<file path="config.mk">
export PLATFORM = sky130hd
export DESIGN_NAME = ex_muldiv_flat
export DESIGN_NICKNAME = d
export VERILOG_FILES = /design/src/rtl/ex_muldiv_if.sv /design/src/rtl/ex_muldiv.sv /design/src/flat_wrapper.sv
export SDC_FILE = /design/constraint.sdc
export NUM_CORES = 1
export LEC_CHECK = 0
export BUFFER_PORTS_ARGS = -buffer_cell sky130_fd_sc_hd__buf_2
export CAP_MARGIN = 40
export CORE_ASPECT_RATIO = 0.75
export CORE_MARGIN = 2
export CORE_UTILIZATION = 48
export DETAILED_ROUTE_END_ITERATION = 16
export HOLD_SLACK_MARGIN = 0.08
export PLACE_DENSITY = 0.67
export SLEW_MARGIN = 20
export SYNTH_ARGS = -nofsm -noshare
export SYNTH_HDL_FRONTEND = slang
export SYNTH_SLANG_ARGS = --single-unit
</file>
<file path="constraint.sdc">
create_clock -name clk -period 6.7 [get_ports clk]
set_input_delay 1.34 -clock clk [delete_from_list [all_inputs] [get_ports clk]]
set_output_delay 1.34 -clock clk [all_outputs]
set_load 0.005 [all_outputs]
</file>
<file path="src/rtl/ex_muldiv_if.sv">
// ----------------------------------------------------------------------------
// ex_muldiv_if
//   Bundles the ID/EX-side request signals and the HI/LO/status outputs of the
//   iterative multiply/divide unit.
//
//   master : the pipeline side (drives requests, observes HI/LO and status)
//   slave  : the multiply/divide unit
//
//   start  request launch (only accepted when the unit is idle)
//   op     00 MULT, 01 MULTU, 10 DIV, 11 DIVU
//   src_a  rs value (multiplicand / dividend)
//   src_b  rt value (multiplier / divisor)
//   cancel pipeline flush; aborts an in-flight operation
//   hi_we  MTHI write enable
//   lo_we  MTLO write enable
//   wdata  MTHI/MTLO data
//   hi     HI register
//   lo     LO register
//   busy   operation in flight
//   done   one-cycle pulse when a new result lands in HI/LO
// ----------------------------------------------------------------------------
interface ex_muldiv_if #(
    parameter int DATA_W = 32
);
    logic              start;
    logic [1:0]        op;
    logic [DATA_W-1:0] src_a;
    logic [DATA_W-1:0] src_b;
    logic              cancel;
    logic              hi_we;
    logic              lo_we;
    logic [DATA_W-1:0] wdata;
    logic [DATA_W-1:0] hi;
    logic [DATA_W-1:0] lo;
    logic              busy;
    logic              done;

    modport master (
        output start, op, src_a, src_b, cancel, hi_we, lo_we, wdata,
        input  hi, lo, busy, done
    );

    modport slave (
        input  start, op, src_a, src_b, cancel, hi_we, lo_we, wdata,
        output hi, lo, busy, done
    );
endinterface

</file>
<file path="src/rtl/ex_muldiv.sv">
// ----------------------------------------------------------------------------
// ex_muldiv
//   Iterative radix-2 multiply/divide unit in the EX stage. Executes
//   MULT/MULTU/DIV/DIVU over DATA_W iterations on operand magnitudes, applies
//   the sign fix-up in a final cycle and owns the architectural HI/LO
//   registers, which MTHI/MTLO may also write while the unit is idle.
//
//   clk  clock, rising edge
//   rst  asynchronous, active-low reset
//   bus  ex_muldiv_if.slave: start/op/src_a/src_b/cancel/hi_we/lo_we/wdata in,
//        hi/lo/busy/done out
//
//   Timing: a start accepted at edge E0 makes busy high from E0; iterations
//   run on E1..E(DATA_W); the result and a one-cycle done appear at
//   E(DATA_W+1).
// ----------------------------------------------------------------------------
module ex_muldiv #(
    parameter int DATA_W = 32
) (
    input logic        clk,
    input logic        rst,
    ex_muldiv_if.slave bus
);

    localparam int            CNT_W = (DATA_W > 2) ? $clog2(DATA_W) : 1;
    localparam logic [CNT_W-1:0] CNT_LAST = CNT_W'(DATA_W - 1);

    typedef enum logic [1:0] {
        IDLE,
        CALC,
        FINISH
    } state_t;

    // ------------------------------------------------------------------
    // Sign handling helpers
    // ------------------------------------------------------------------
    // Magnitude of a two's complement value; the most negative value maps
    // to itself, which is its correct unsigned magnitude.
    function automatic logic [DATA_W-1:0] mag(input logic signed [DATA_W-1:0] x);
        logic [DATA_W-1:0] ux;
        ux = x;
        return x[DATA_W-1] ? (~ux + 1'b1) : ux;
    endfunction

    function automatic logic [DATA_W-1:0] neg_w(input logic [DATA_W-1:0] x,
                                                input logic en);
        return en ? (~x + 1'b1) : x;
    endfunction

    function automatic logic [2*DATA_W-1:0] neg_2w(input logic [2*DATA_W-1:0] x,
                                                   input logic en);
        return en ? (~x + 1'b1) : x;
    endfunction

    // ------------------------------------------------------------------
    // Control state
    // ------------------------------------------------------------------
    state_t           state;
    state_t           state_nxt;
    logic [CNT_W-1:0] cnt;
    logic             accept;
    logic             iterate;
    logic             finish_wr;

    // ------------------------------------------------------------------
    // Datapath state (not reset: only meaningful after an accept)
    // ------------------------------------------------------------------
    // acc_q holds {partial product} for multiply and {remainder, quotient}
    // for divide; opnd_q holds the multiplicand or the divisor magnitude.
    logic [2*DATA_W-1:0] acc_q;
    logic [2*DATA_W-1:0] acc_nxt;
    logic [DATA_W-1:0]   opnd_q;
    logic [DATA_W-1:0]   a_raw_q;
    logic                is_div_q;
    logic                neg_res_q;
    logic                neg_rem_q;
    logic                div_zero_q;

    logic [DATA_W-1:0]   hi_q;
    logic [DATA_W-1:0]   lo_q;
    logic                done_q;

    logic                sgn_in;
    logic [DATA_W-1:0]   a_mag;
    logic [DATA_W-1:0]   b_mag;

    logic [DATA_W:0]     mul_sum;
    logic [DATA_W:0]     div_shift;
    logic [DATA_W:0]     div_diff;

    logic [2*DATA_W-1:0] prod;
    logic [DATA_W-1:0]   res_hi;
    logic [DATA_W-1:0]   res_lo;

    // ------------------------------------------------------------------
    // FSM: state register
    // ------------------------------------------------------------------
    always_ff @(posedge clk or negedge rst) begin
        if (!rst) begin
            state <= IDLE;
            cnt   <= '0;
        end else begin
            state <= state_nxt;
            if (accept) begin
                cnt <= '0;
            end else if (iterate) begin
                cnt <= (cnt == CNT_LAST) ? '0 : cnt + 1'b1;
            end
        end
    end

    // ------------------------------------------------------------------
    // FSM: next state and control strobes
    // ------------------------------------------------------------------
    // cancel beats start in IDLE, and beats the result write in FINISH.
    always_comb begin
        state_nxt = state;
        accept    = 1'b0;
        iterate   = 1'b0;
        finish_wr = 1'b0;
        case (state)
            IDLE: begin
                if (bus.start && !bus.cancel) begin
                    state_nxt = CALC;
                    accept    = 1'b1;
                end
            end
            CALC: begin
                if (bus.cancel) begin
                    state_nxt = IDLE;
                end else begin
                    iterate = 1'b1;
                    if (cnt == CNT_LAST) begin
                        state_nxt = FINISH;
                    end
                end
            end
            FINISH: begin
                state_nxt = IDLE;
                if (!bus.cancel) begin
                    finish_wr = 1'b1;
                end
            end
            default: begin
                state_nxt = IDLE;
            end
        endcase
    end

    // ------------------------------------------------------------------
    // Operand capture
    // ------------------------------------------------------------------
    always_comb begin
        sgn_in = ~bus.op[0];
        a_mag  = sgn_in ? mag(bus.src_a) : bus.src_a;
        b_mag  = sgn_in ? mag(bus.src_b) : bus.src_b;
    end

    // ------------------------------------------------------------------
    // One radix-2 iteration
    // ------------------------------------------------------------------
    // Multiply: add multiplicand into the upper half when the current
    // multiplier bit (acc[0]) is set, then shift right keeping the carry.
    // Divide: shift {rem,quo} left, trial-subtract the divisor and keep the
    // difference only if it did not go negative (restoring division).
    always_comb begin
        mul_sum   = {1'b0, acc_q[2*DATA_W-1:DATA_W]}
                  + (acc_q[0] ? {1'b0, opnd_q} : {(DATA_W+1){1'b0}});
        div_shift = {acc_q[2*DATA_W-1:DATA_W], acc_q[DATA_W-1]};
        div_diff  = div_shift - {1'b0, opnd_q};
        if (is_div_q) begin
            if (div_diff[DATA_W]) begin
                acc_nxt = {div_shift[DATA_W-1:0], acc_q[DATA_W-2:0], 1'b0};
            end else begin
                acc_nxt = {div_diff[DATA_W-1:0], acc_q[DATA_W-2:0], 1'b1};
            end
        end else begin
            acc_nxt = {mul_sum, acc_q[DATA_W-1:1]};
        end
    end

    always_ff @(posedge clk) begin
        if (accept) begin
            is_div_q   <= bus.op[1];
            a_raw_q    <= bus.src_a;
            neg_res_q  <= sgn_in & (bus.src_a[DATA_W-1] ^ bus.src_b[DATA_W-1]);
            neg_rem_q  <= sgn_in & bus.src_a[DATA_W-1];
            div_zero_q <= (bus.src_b == '0);
            opnd_q     <= bus.op[1] ? b_mag : a_mag;
            acc_q      <= bus.op[1] ? {{DATA_W{1'b0}}, a_mag}
                                    : {{DATA_W{1'b0}}, b_mag};
        end else if (iterate) begin
            acc_q <= acc_nxt;
        end
    end

    // ------------------------------------------------------------------
    // Sign fix-up and special cases
    // ------------------------------------------------------------------
    // Signed overflow (most-negative / -1) needs no special path: the
    // magnitude quotient 2^(DATA_W-1) negates to itself.
    always_comb begin
        prod = neg_2w(acc_q, neg_res_q);
        if (!is_div_q) begin
            res_hi = prod[2*DATA_W-1:DATA_W];
            res_lo = prod[DATA_W-1:0];
        end else if (div_zero_q) begin
            res_hi = a_raw_q;
            res_lo = '1;
        end else begin
            res_hi = neg_w(acc_q[2*DATA_W-1:DATA_W], neg_rem_q);
            res_lo = neg_w(acc_q[DATA_W-1:0], neg_res_q);
        end
    end

    // ------------------------------------------------------------------
    // HI/LO and done
    // ------------------------------------------------------------------
    // MTHI/MTLO are honoured only in IDLE (including the accepting edge);
    // the result write in FINISH always takes priority.
    always_ff @(posedge clk or negedge rst) begin
        if (!rst) begin
            hi_q   <= '0;
            lo_q   <= '0;
            done_q <= 1'b0;
        end else begin
            done_q <= 1'b0;
            if (finish_wr) begin
                hi_q   <= res_hi;
                lo_q   <= res_lo;
                done_q <= 1'b1;
            end else if (state == IDLE) begin
                if (bus.hi_we) begin
                    hi_q <= bus.wdata;
                end
                if (bus.lo_we) begin
                    lo_q <= bus.wdata;
                end
            end
        end
    end

    assign bus.hi   = hi_q;
    assign bus.lo   = lo_q;
    assign bus.done = done_q;
    assign bus.busy = (state != IDLE);

endmodule
</file>
<file path="src/flat_wrapper.sv">
// flat-port wrapper written by rule: the top's interface ports become plain ports
module ex_muldiv_flat 
#(
    parameter int DATA_W = 32
)
  (clk, rst, bus_start, bus_op, bus_src_a, bus_src_b, bus_cancel, bus_hi_we, bus_lo_we, bus_wdata, bus_hi, bus_lo, bus_busy, bus_done);
  ex_muldiv_if #(.DATA_W(DATA_W)) bus_i ();
  input logic clk;
  input logic rst;
  input wire logic [$bits(bus_i.start)-1:0] bus_start;
  input wire logic [$bits(bus_i.op)-1:0] bus_op;
  input wire logic [$bits(bus_i.src_a)-1:0] bus_src_a;
  input wire logic [$bits(bus_i.src_b)-1:0] bus_src_b;
  input wire logic [$bits(bus_i.cancel)-1:0] bus_cancel;
  input wire logic [$bits(bus_i.hi_we)-1:0] bus_hi_we;
  input wire logic [$bits(bus_i.lo_we)-1:0] bus_lo_we;
  input wire logic [$bits(bus_i.wdata)-1:0] bus_wdata;
  output wire logic [$bits(bus_i.hi)-1:0] bus_hi;
  output wire logic [$bits(bus_i.lo)-1:0] bus_lo;
  output wire logic [$bits(bus_i.busy)-1:0] bus_busy;
  output wire logic [$bits(bus_i.done)-1:0] bus_done;
  assign bus_i.start = bus_start;
  assign bus_i.op = bus_op;
  assign bus_i.src_a = bus_src_a;
  assign bus_i.src_b = bus_src_b;
  assign bus_i.cancel = bus_cancel;
  assign bus_i.hi_we = bus_hi_we;
  assign bus_i.lo_we = bus_lo_we;
  assign bus_i.wdata = bus_wdata;
  assign bus_hi = bus_i.hi;
  assign bus_lo = bus_i.lo;
  assign bus_busy = bus_i.busy;
  assign bus_done = bus_i.done;
  ex_muldiv #(.DATA_W(DATA_W)) u_core (.clk(clk), .rst(rst), .bus(bus_i));
endmodule
</file>
# Word-level counts from Yosys, hierarchy flattened
# Cells that the tools add are included.
# totals
ff_bits	204
input_bits	104
output_inout_bits	66
word_cells	83
# classes
addsub	8
n_eq_ne	5
muxes	37
n_bitwise	9
n_reduce_logical	12
# ops
op	n
2-to-1 mux 32 bit	19
2-to-1 mux 64 bit	5
adder 32 x 1 -> 32 bit (second input constant)	4
inverter 32 bit	4
adder 64 x 1 -> 64 bit (second input constant)	1
inverter 64 bit	1
adder 32 x 33 -> 33 bit	1
subtractor 33 x 32 -> 33 bit	1
zero test 32 bit	1
2-to-1 mux 5 bit	3
nonzero test 2 bit	5
2-to-1 mux 1 bit	6
2-to-1 mux 2 bit	3
AND reduction 2 bit	3
adder 5 x 1 -> 5 bit (second input constant)	1
equality test 5 bit (second input constant)	1
case mux 2 bit (2 select lines)	1
!= test 3 x 2 -> 1 bit (second input constant)	1
bitwise AND 1 bit	2
equality test 2 x 1 -> 1 bit (second input constant)	1
equality test 2 bit (second input constant)	1
zero test 2 bit	1
!= test 2 x 1 -> 1 bit (second input constant)	1
logical AND 1 bit	1
3 further kinds	3

# Logic depth before layout (Yosys ltp)
# Gate-level depths: netlist of run 1.
# depth
depth_word	6
mapped_depth	15
mapped_depth_nobuf	13

# Worst setup path after synthesis of run 1
# OpenSTA, ideal clock, no wires.
# synth_timing
path_type	input -> register
start	input bus_cancel
end	register u_core.acc_q[31], data pin
setup_time_ns	0.378
t_arrival_ns	3.842
t_required_ns	6.322
slack_ns	2.480
path_stages	4
path_buffers	1
cell_sequence	nand3b_1 > inv_1 > clkbuf_1 > a31oi_1
# synth_between
elab_chain_len	5
# synth_lines
item	line	text
from (decl)	flat_wrapper.sv:14	input wire logic [$bits(bus_i.cancel)-1:0] bus_cancel;
zero test 1 bit	ex_muldiv.sv:123	if (bus.start && !bus.cancel) begin
logical AND 1 bit	ex_muldiv.sv:123	
2-to-1 mux 1 bit	ex_muldiv.sv:123	
2-to-1 mux 1 bit	ex_muldiv.sv:121	case (state)
via u_core.accept	ex_muldiv.sv:61	logic accept;
2-to-1 mux 64 bit	ex_muldiv.sv:183	if (accept) begin
to (signal assigned)	ex_muldiv.sv:190	acc_q <= bus.op[1] ? {{DATA_W{1'b0}}, a_mag}
to (signal assigned)	ex_muldiv.sv:193	acc_q <= acc_nxt;
to (decl)	ex_muldiv.sv:70	logic [2*DATA_W-1:0] acc_q;
# The timed path passes the listed nets, and every way through them passes these cells.
# A chain may end at the register's enable or synchronous reset.

# Final worst setup path of run 1
# layout_timing
start	register u_core.acc_q[31]
end	register u_core.acc_q[32], data pin
# layout_between
elab_chain_len	5
# layout_lines
item	line	text
subtractor 33 x 32 -> 33 bit	ex_muldiv.sv:170	div_diff = div_shift - {1'b0, opnd_q};
2-to-1 mux 64 bit (*)	ex_muldiv.sv:172	if (div_diff[DATA_W]) begin
2-to-1 mux 64 bit (*)	ex_muldiv.sv:171	if (is_div_q) begin
2-to-1 mux 64 bit (*)	ex_muldiv.sv:192	end else if (iterate) begin
2-to-1 mux 64 bit (*)	ex_muldiv.sv:183	
# Every way passes the cells marked *; elsewhere a longest branch is shown, timed or not. The select of a mux whose other input is x is not followed.

==> flow_metrics.tcl, run 1 <==
set metrics [dict create \
    clkTransAtPathRegs_ns 0.06 \
    clk_latency_ns 0.55 \
    track_usage_pct 31.9 \
    worstPathRequired_ns 7.08 \
    die_area_um2 35600 \
    hp-class "reg2reg" \
    synth_cells 1843 \
    die_w_um 217 \
    synth_edf_count 132 \
    power_mw 4.60 \
    cts.sinks 204 \
    antenna_found_initial 5 \
    core_area_um2 33500 \
    first_iter_violations 2032 \
    dr.pass1.iters 6 \
    hold_viol_final 0 \
    synth_area_per_cell_um2 8.87 \
    worstPathArrival_ns 4.89 \
    fin_tns_setup_ns 0 \
    dp.final_hpwl_um 44500 \
    post_drt_via_cell_ratio 6.28 \
    syn_nets 2019 \
    synth_largest_area_cell "edfxtp_1" \
    initial_core_util_pct 48.8 \
    status "completed" \
    synth_flop_cell "edfxtp_1" \
    synth.top_cell.area_share_pct 24.2 \
    num-fill-cells 3140 \
    seq_area_frac_synth_pct 35.3 \
    synthDistinctLibCells 66 \
    post_cts.repair.setup_buffers 0 \
    crit_path_max_fanout 30 \
    fmaxAchievable_ghz 0.222 \
    tightest_slew_ns 0.824 \
    ys_ff_latch 204 \
    cts_resized 0 \
    syn_to_final_growth_pct 13.3 \
    cts_tree "done" \
    grt_start_max_net_pins 73 \
    setup_violations 0 \
    ant_nets 0 \
    drc 0 \
    endpoint_kind "flop" \
    final_max_slew_viol_count 0 \
    overflow 0 \
    final_cell_area_um2 18500 \
    io_pins 170 \
    fp.dieH_um 164 \
    synth_area_um2 16400 \
    place.gp.congestion 0.953 \
    setup_ws_ns 2.19 \
    power_leakage_nw 7.85 \
    drive_above_1_share_pct 13.2 \
    rows 58 \
    async_flop_share_pct 35.3 \
    grt_pass1_wl_um 86500 \
    dpl_cell_area_um2 17700 \
    rsz0062_at_grt "false" \
    port_buffers 169 \
    cts_hold_buffers 0 \
    timing.slew.headroom_pct 44.6 \
    vdd_drop_max_mv 0.182 \
    dp_worst_setup_slack_ns 2.24 \
    dr_total_vias 15300 \
    critPathKind "reg2reg" \
    synth_warnings 0 \
    setup.worst_path.start_class "flop" \
    htreeDepth 1 \
    finClkSkew_ns 0.0179 \
    cap_viol_max_count 0 \
    grt_pass1_vias 14000 \
    netlist_top_cells_area "edfxtp_1 (24%), dfrtp_1 (11%), mux2i_1 (9.3%)" \
    power_density_nw_per_um2 248 \
    fin_nets 2142 \
    drt_wl_total_um 58300 \
    cts_root_buf "clkbuf_16" \
    finalCritPeriodShare_pct 67.3 \
    numCtsBuffers 25 \
    clk_path_buf_depth 3 \
    routedWlPerCell_um 23.9 \
    fin_crit_ns 4.51 \
]
## synth_stat cells (10+ instances only)
| library cell | number |
|---|---|
| nand2_1 | 233 |
| a21oi_1 | 155 |
| mux2i_1 | 152 |
| edfxtp_1 | 132 |
| nor2_1 | 128 |
| o21ai_0 | 127 |
| xnor2_1 | 104 |
| xor2_1 | 101 |
| clkbuf_1 | 79 |
| dfrtp_1 | 72 |
| ha_1 | 70 |
| inv_1 | 60 |
| a21o_1 | 34 |
| o31ai_1 | 27 |
| a32o_1 | 25 |
| a32oi_1 | 25 |
| nor3_1 | 25 |
| nand3_1 | 22 |
| or3_1 | 22 |
| buf_1 | 17 |
| nand2b_1 | 17 |
| a31oi_1 | 16 |
| nor2b_1 | 15 |
| a211oi_1 | 14 |
| or4_1 | 14 |
| nor4_1 | 13 |
| and3_1 | 11 |
| nand4_1 | 11 |
| o21bai_1 | 11 |
| o41ai_1 | 10 |
## cell usage in the layout (no fill, tap or decap), drive strengths merged, types with 16 or more instances in the layout
master  count
a32oi      25
or4        17
o21ai     127
nand2b     17
nand2     233
nor2      129
a21o       34
or3        23
xor2      101
a31oi      16
nor3       25
ha         70
nand3      23
inv        62
buf       196
mux2i     152
xnor2     104
a32o       25
a21oi     155
o31ai      27
dfrtp      72
edfxtp    132
clkbuf     34
## worst max-delay path: stages, from the launching register on
cell and delay, ns:
edfxtp_1 0.39, inv_1 0.11, ha_1 0.22, fa_1 0.44, nand2b_1 0.19, a21oi_1 0.27
o21ai_0 0.23, o311ai_1 0.67, a211o_1 0.31, nand2_1 0.13, a211oi_4 0.53, buf_12 0.29
mux2_2 0.38, a21oi_1 0.16
## sequential cells by signal (all words and copies together), names as in the netlist
signal,count
u_core.div_zero_q,1
u_core.state,2
u_core.bus.lo,32
u_core.opnd_q,32
u_core.bus.hi,32
u_core.a_raw_q,32
u_core.is_div_q,1
u_core.acc_q,64
u_core.bus.done,1
u_core.cnt,5
u_core.neg_rem_q,1
u_core.neg_res_q,1
## cells by family (layout without fill, tap and decap cells)
family | after synthesis | count (layout) | share of synthesized area [%]
simple gates | 545 | 545 | 15.4
compound gates | 497 | 497 | 19.4
xor+xnor | 205 | 205 | 11.0
flops | 204 | 204 | 35.3
buf+inv | 163 | 304 | 3.80
mux | 157 | 157 | 9.65
fa+ha+maj | 72 | 72 | 5.60
other cells | 0 | 3 | 0
## final timing paths
kind	from	endpoint	slack, ns	cells after the start
max in group asynchronous	rst	u_core.bus.hi[5]$_DFFE_PN0P_	5.39	2
worst max register to register	u_core.acc_q[31]$_DFFE_PP_	u_core.acc_q[32]$_SDFFCE_PP0P_	2.19	13
worst max-delay path	u_core.acc_q[31]$_DFFE_PP_	u_core.acc_q[32]$_SDFFCE_PP0P_	2.19	13
worst min register to register	u_core.cnt[3]$_DFFE_PN0P_	u_core.cnt[3]$_DFFE_PN0P_	0.48	1
worst min-delay path	u_core.cnt[3]$_DFFE_PN0P_	u_core.cnt[3]$_DFFE_PN0P_	0.48	1
min in group asynchronous	rst	u_core.bus.hi[17]$_DFFE_PN0P_	0.70	1
## metrics by stage
stage	hold WS, ns	util (%)	cells
final	0.475	55.2	2437
after global placement	0.461	52.4	2380
after floorplan	0.437	-	1843
after global routing	0.510	55.2	2437
after CTS	0.479	55.1	2432
after detailed placement	0.468	52.7	2387
## layout make-up
cell class	count	area [um2]	area share [%]
sequential	204	5770	31.1
inverter	62	234	1.26
clock inverter	11	118	0.635
multi-input combinational	1476	9990	53.9
antenna	3	7.51	0.0405
tap	450	563	3.04
clock buffer	34	669	3.61
timing repair buffer	197	1180	6.36
## layer usage
metal	global-route usage [%]	up-vias	routed length, um
li1	-	6986	-
met1	48.4	7372	26000
met2	45.3	847	24000
met3	6.57	100	6570
met4	9.18	6	1710
met5	1.39	-	92
## power breakdown
part	internal (mW)	switching (mW)	total (mW)
registers	1.52	0.193	1.72
logic	0.646	0.890	1.54
clock network	0.779	0.566	1.35
total	2.95	1.65	4.60
Note: power is estimated with default switching activity, not from simulation.
==> inputs of run 2 (changes only) <==
Settings changed: ABC_AREA set to 1, PLACE_DENSITY 0.67 to 0.69.
Clock period 6.7 ns to 3.8 ns, I/O delays scaled along.
==> run 2 against run 1 <==
  * Die area up 18%
  * Combinational power rose to 2.8 times the previous value
  * First-iteration DRC count up 100%
  * Critical endpoint is now u_core.acc_q[62]$_SDFFCE_PP0P_
  * Sequential power up 89%
  * Power up 130%
  * Cell count up 55%
  * Critical path depth up 1
  * Clock skew up 0.015 ns
  * Sequential share of layout area down 4.9 points
  * Fmax up 33%
  * Flip-flop and latch count unchanged
  * Worst setup slack worse by 1.8 ns
==> flow_metrics.tcl, run 2 <==
set metrics [dict create \
    fin_tns_setup_ns 0 \
    post_drt_via_cell_ratio 5.89 \
    netlist_top_cells_area "edfxtp_1 (21%), nand2_1 (21%), dfrtp_1 (9.3%)" \
    power_mw 10.4 \
    dr.pass1.iters 8 \
    die_w_um 236 \
    reg2reg_depth 14 \
    rows 63 \
    cap_viol_max_count 0 \
    r2r_start "u_core.acc_q[44]$_SDFFCE_PP0P_" \
    synthDistinctLibCells 49 \
    grt_pass1_vias 19900 \
    port_buffers 169 \
    clkTransAtPathRegs_ns 0.07 \
    synth_largest_area_cell "edfxtp_1" \
    drive_above_1_share_pct 11.0 \
    power_density_nw_per_um2 475 \
    grt_pass1_wl_um 126000 \
    grt_start_max_net_pins 59 \
    place.gp.congestion 1.09 \
    placed_cells 3732 \
    setup_ws_ns 0.405 \
    setup.worst_path.start_class "flop" \
    num-fill-cells 4051 \
    status "completed" \
    fmaxAchievable_ghz 0.295 \
    largest_reg_flops 64 \
    synth_warnings 0 \
    worstPathArrival_ns 3.71 \
    routedWlPerCell_um 22.5 \
    dr_total_vias 22300 \
    dp.final_hpwl_um 69300 \
    regMostFlops "u_core.acc_q" \
    clk_latency_ns 0.57 \
    post_cts.repair.setup_buffers 0 \
    fin_crit_ns 3.39 \
    crit_path_max_fanout 6 \
    rsz0062_at_grt "false" \
    power_leakage_nw 11.1 \
    final_max_slew_viol_count 0 \
    hp-class "in2async" \
    synth_commonest_cells "nand2_1 (1054), inv_1 (407), nor2_1 (274), o21ai_0 (224), nand3_1 (220)" \
    r2r_end "u_core.acc_q[62]$_SDFFCE_PP0P_" \
    die_area_um2 41800 \
    vdd_drop_max_mv 0.281 \
    endpoint_kind "flop" \
    cts_resized 0 \
    synth.top_cell.area_share_pct 20.5 \
    clk_path_buf_depth 3 \
    syn_nets 3256 \
    initial_core_util_pct 48.8 \
    finalCritPeriodShare_pct 89.3 \
    cts_root_buf "clkbuf_16" \
    drc 0 \
    drt_wl_total_um 85200 \
    mostFrequentLayoutCell "nand2_1" \
    cts_tree "done" \
    seq_area_um2 5770 \
    core_area_um2 39600 \
    final_cell_count_no_fill 3781 \
    tightest_slew_ns 0.806 \
    io_pins 170 \
    cts.sinks 204 \
    antenna_found_initial 3 \
    syn_to_final_growth_pct 13.7 \
    cts_hold_buffers 0 \
    setup_violations 0 \
    dp_worst_setup_slack_ns 0.540 \
    multi_input_area_um2 11500 \
    async_flop_share_pct 35.3 \
    finClkSkew_ns 0.0332 \
    regToRegSetupSlack_ns 0.41 \
    ys_ff_latch 204 \
    crit_top_cell "nand2_1" \
    synth_cells 3080 \
    synth.most_common_cell "nand2_1" \
    synth_area_um2 19300 \
    overflow 0 \
    path_cells "ha_1, nand2_1, inv_1, nand2_1, nor3_1, nand2_1, nand2_1, nand2_1, nand3_1, nand2_1, nand2_1, nand2_1, nand2_1, a21oi_1" \
    fp.dieH_um 178 \
    htreeDepth 1 \
    synth_area_per_cell_um2 6.26 \
    most-common-layout-cells "nand2_1 (1053), inv_1 (406), nor2_1 (274)" \
    worstPathRequired_ns 4.12 \
    synth_flop_cell "edfxtp_1" \
    synth_edf_count 132 \
    first_iter_violations 4060 \
    ant_nets 0 \
    fin_nets 3416 \
    numCtsBuffers 24 \
    timing.slew.headroom_pct 45.7 \
    critPathKind "reg2reg" \
    hold_viol_final 0 \
    cp_slowest_cell "edfxtp_1" \
    max_stage_delay_ns 0.63 \
    track_usage_pct 40.0 \
    seq_area_frac_synth_pct 29.9 \
]
==> run 2: changes by cell type after synthesis, moves of 22 or more <==
| cell | delta |
|---|---|
| a21o_1 | -30 |
| a32o_1 | -24 |
| a32oi_1 | -25 |
| inv_1 | +347 |
| mux2i_1 | -133 |
| nand2_1 | +821 |
| nand3_1 | +198 |
| nor2_1 | +146 |
| o211ai_1 | +32 |
| o21ai_0 | +97 |
| o31ai_1 | -23 |
| or3_1 | -22 |
| xnor2_1 | -91 |
| xor2_1 | -32 |
==> run 2: metrics by stage <==
stage                     utilization (%)  hold WS (ns)  instance area [um2]
after floorplan                         -         0.464                19300
after global placement               52.8         0.470                20900
after detailed placement             53.0         0.473                21000
after CTS                            55.4         0.142                21900
after global routing                 55.4         0.162                21900
final                                55.5         0.139                21900
==> run 2: worst max path at each step <==
stage                                        start                              to  slack, ns  cells after the start
global route             u_core.acc_q[0]$_DFFE_PP_  u_core.acc_q[52]$_SDFFCE_PP0P_       0.23                     12
detailed placement       u_core.acc_q[0]$_DFFE_PP_  u_core.acc_q[52]$_SDFFCE_PP0P_       0.54                     12
global placement    u_core.acc_q[44]$_SDFFCE_PP0P_  u_core.acc_q[62]$_SDFFCE_PP0P_       0.49                     14
finish              u_core.acc_q[44]$_SDFFCE_PP0P_  u_core.acc_q[62]$_SDFFCE_PP0P_       0.41                     14
CTS                      u_core.acc_q[0]$_DFFE_PP_  u_core.acc_q[52]$_SDFFCE_PP0P_       0.53                     12
floorplan                               bus_cancel     u_core.a_raw_q[0]$_DFFE_PP_       0.16                      4
==> run 2: critical path, delay by kind of cell (launching register included) <==
kind | cells | cell delay, ns
simple gates | 11 | 1.91
compound gates | 1 | 0.06
flops | 1 | 0.63
buf+inv | 1 | 0.08
fa+ha+maj | 1 | 0.47
==> run 2: layout make-up <==
class / instances / area share (%)
Antenna cell: 3 / 0.0342
Clock buffer: 27 / 2.93
Clock inverter: 17 / 1.31
Inverter: 417 / 7.14
Multi-Input combinational cell: 2356 / 52.6
Sequential cell: 204 / 26.3
Tap cell: 520 / 2.96
Timing Repair Buffer: 237 / 6.78
==> run 2: cell families (layout without fill, tap and decap cells) <==
group / Yosys count / after routing / synth area share, %
simple gates: 1697 / 1697 / 36.5
buf+inv: 520 / 698 / 10.4
compound gates: 486 / 486 / 13.8
flops: 204 / 204 / 29.9
xor+xnor: 82 / 82 / 3.72
fa+ha+maj: 72 / 72 / 4.75
mux: 19 / 19 / 0.986
other cells: 0 / 3 / 0
==> run 2: metal layers <==
layer,GRT usage (%),up-vias,part of all wire (%)
met5,0,-,0.0094
met4,7.62,2,2.1
met3,14.2,137,16
met2,51.6,1516,36
met1,62.3,10400,45
li1,-,10200,-
==> run 2: report_power, final <==
| part | switching [mW] | leakage [nW] | internal (mW) |
|---|---|---|---|
| Clock | 1.08 | 0.460 | 1.71 |
| Combinational | 2.98 | 8.53 | 1.40 |
| Sequential | 0.424 | 2.13 | 2.82 |
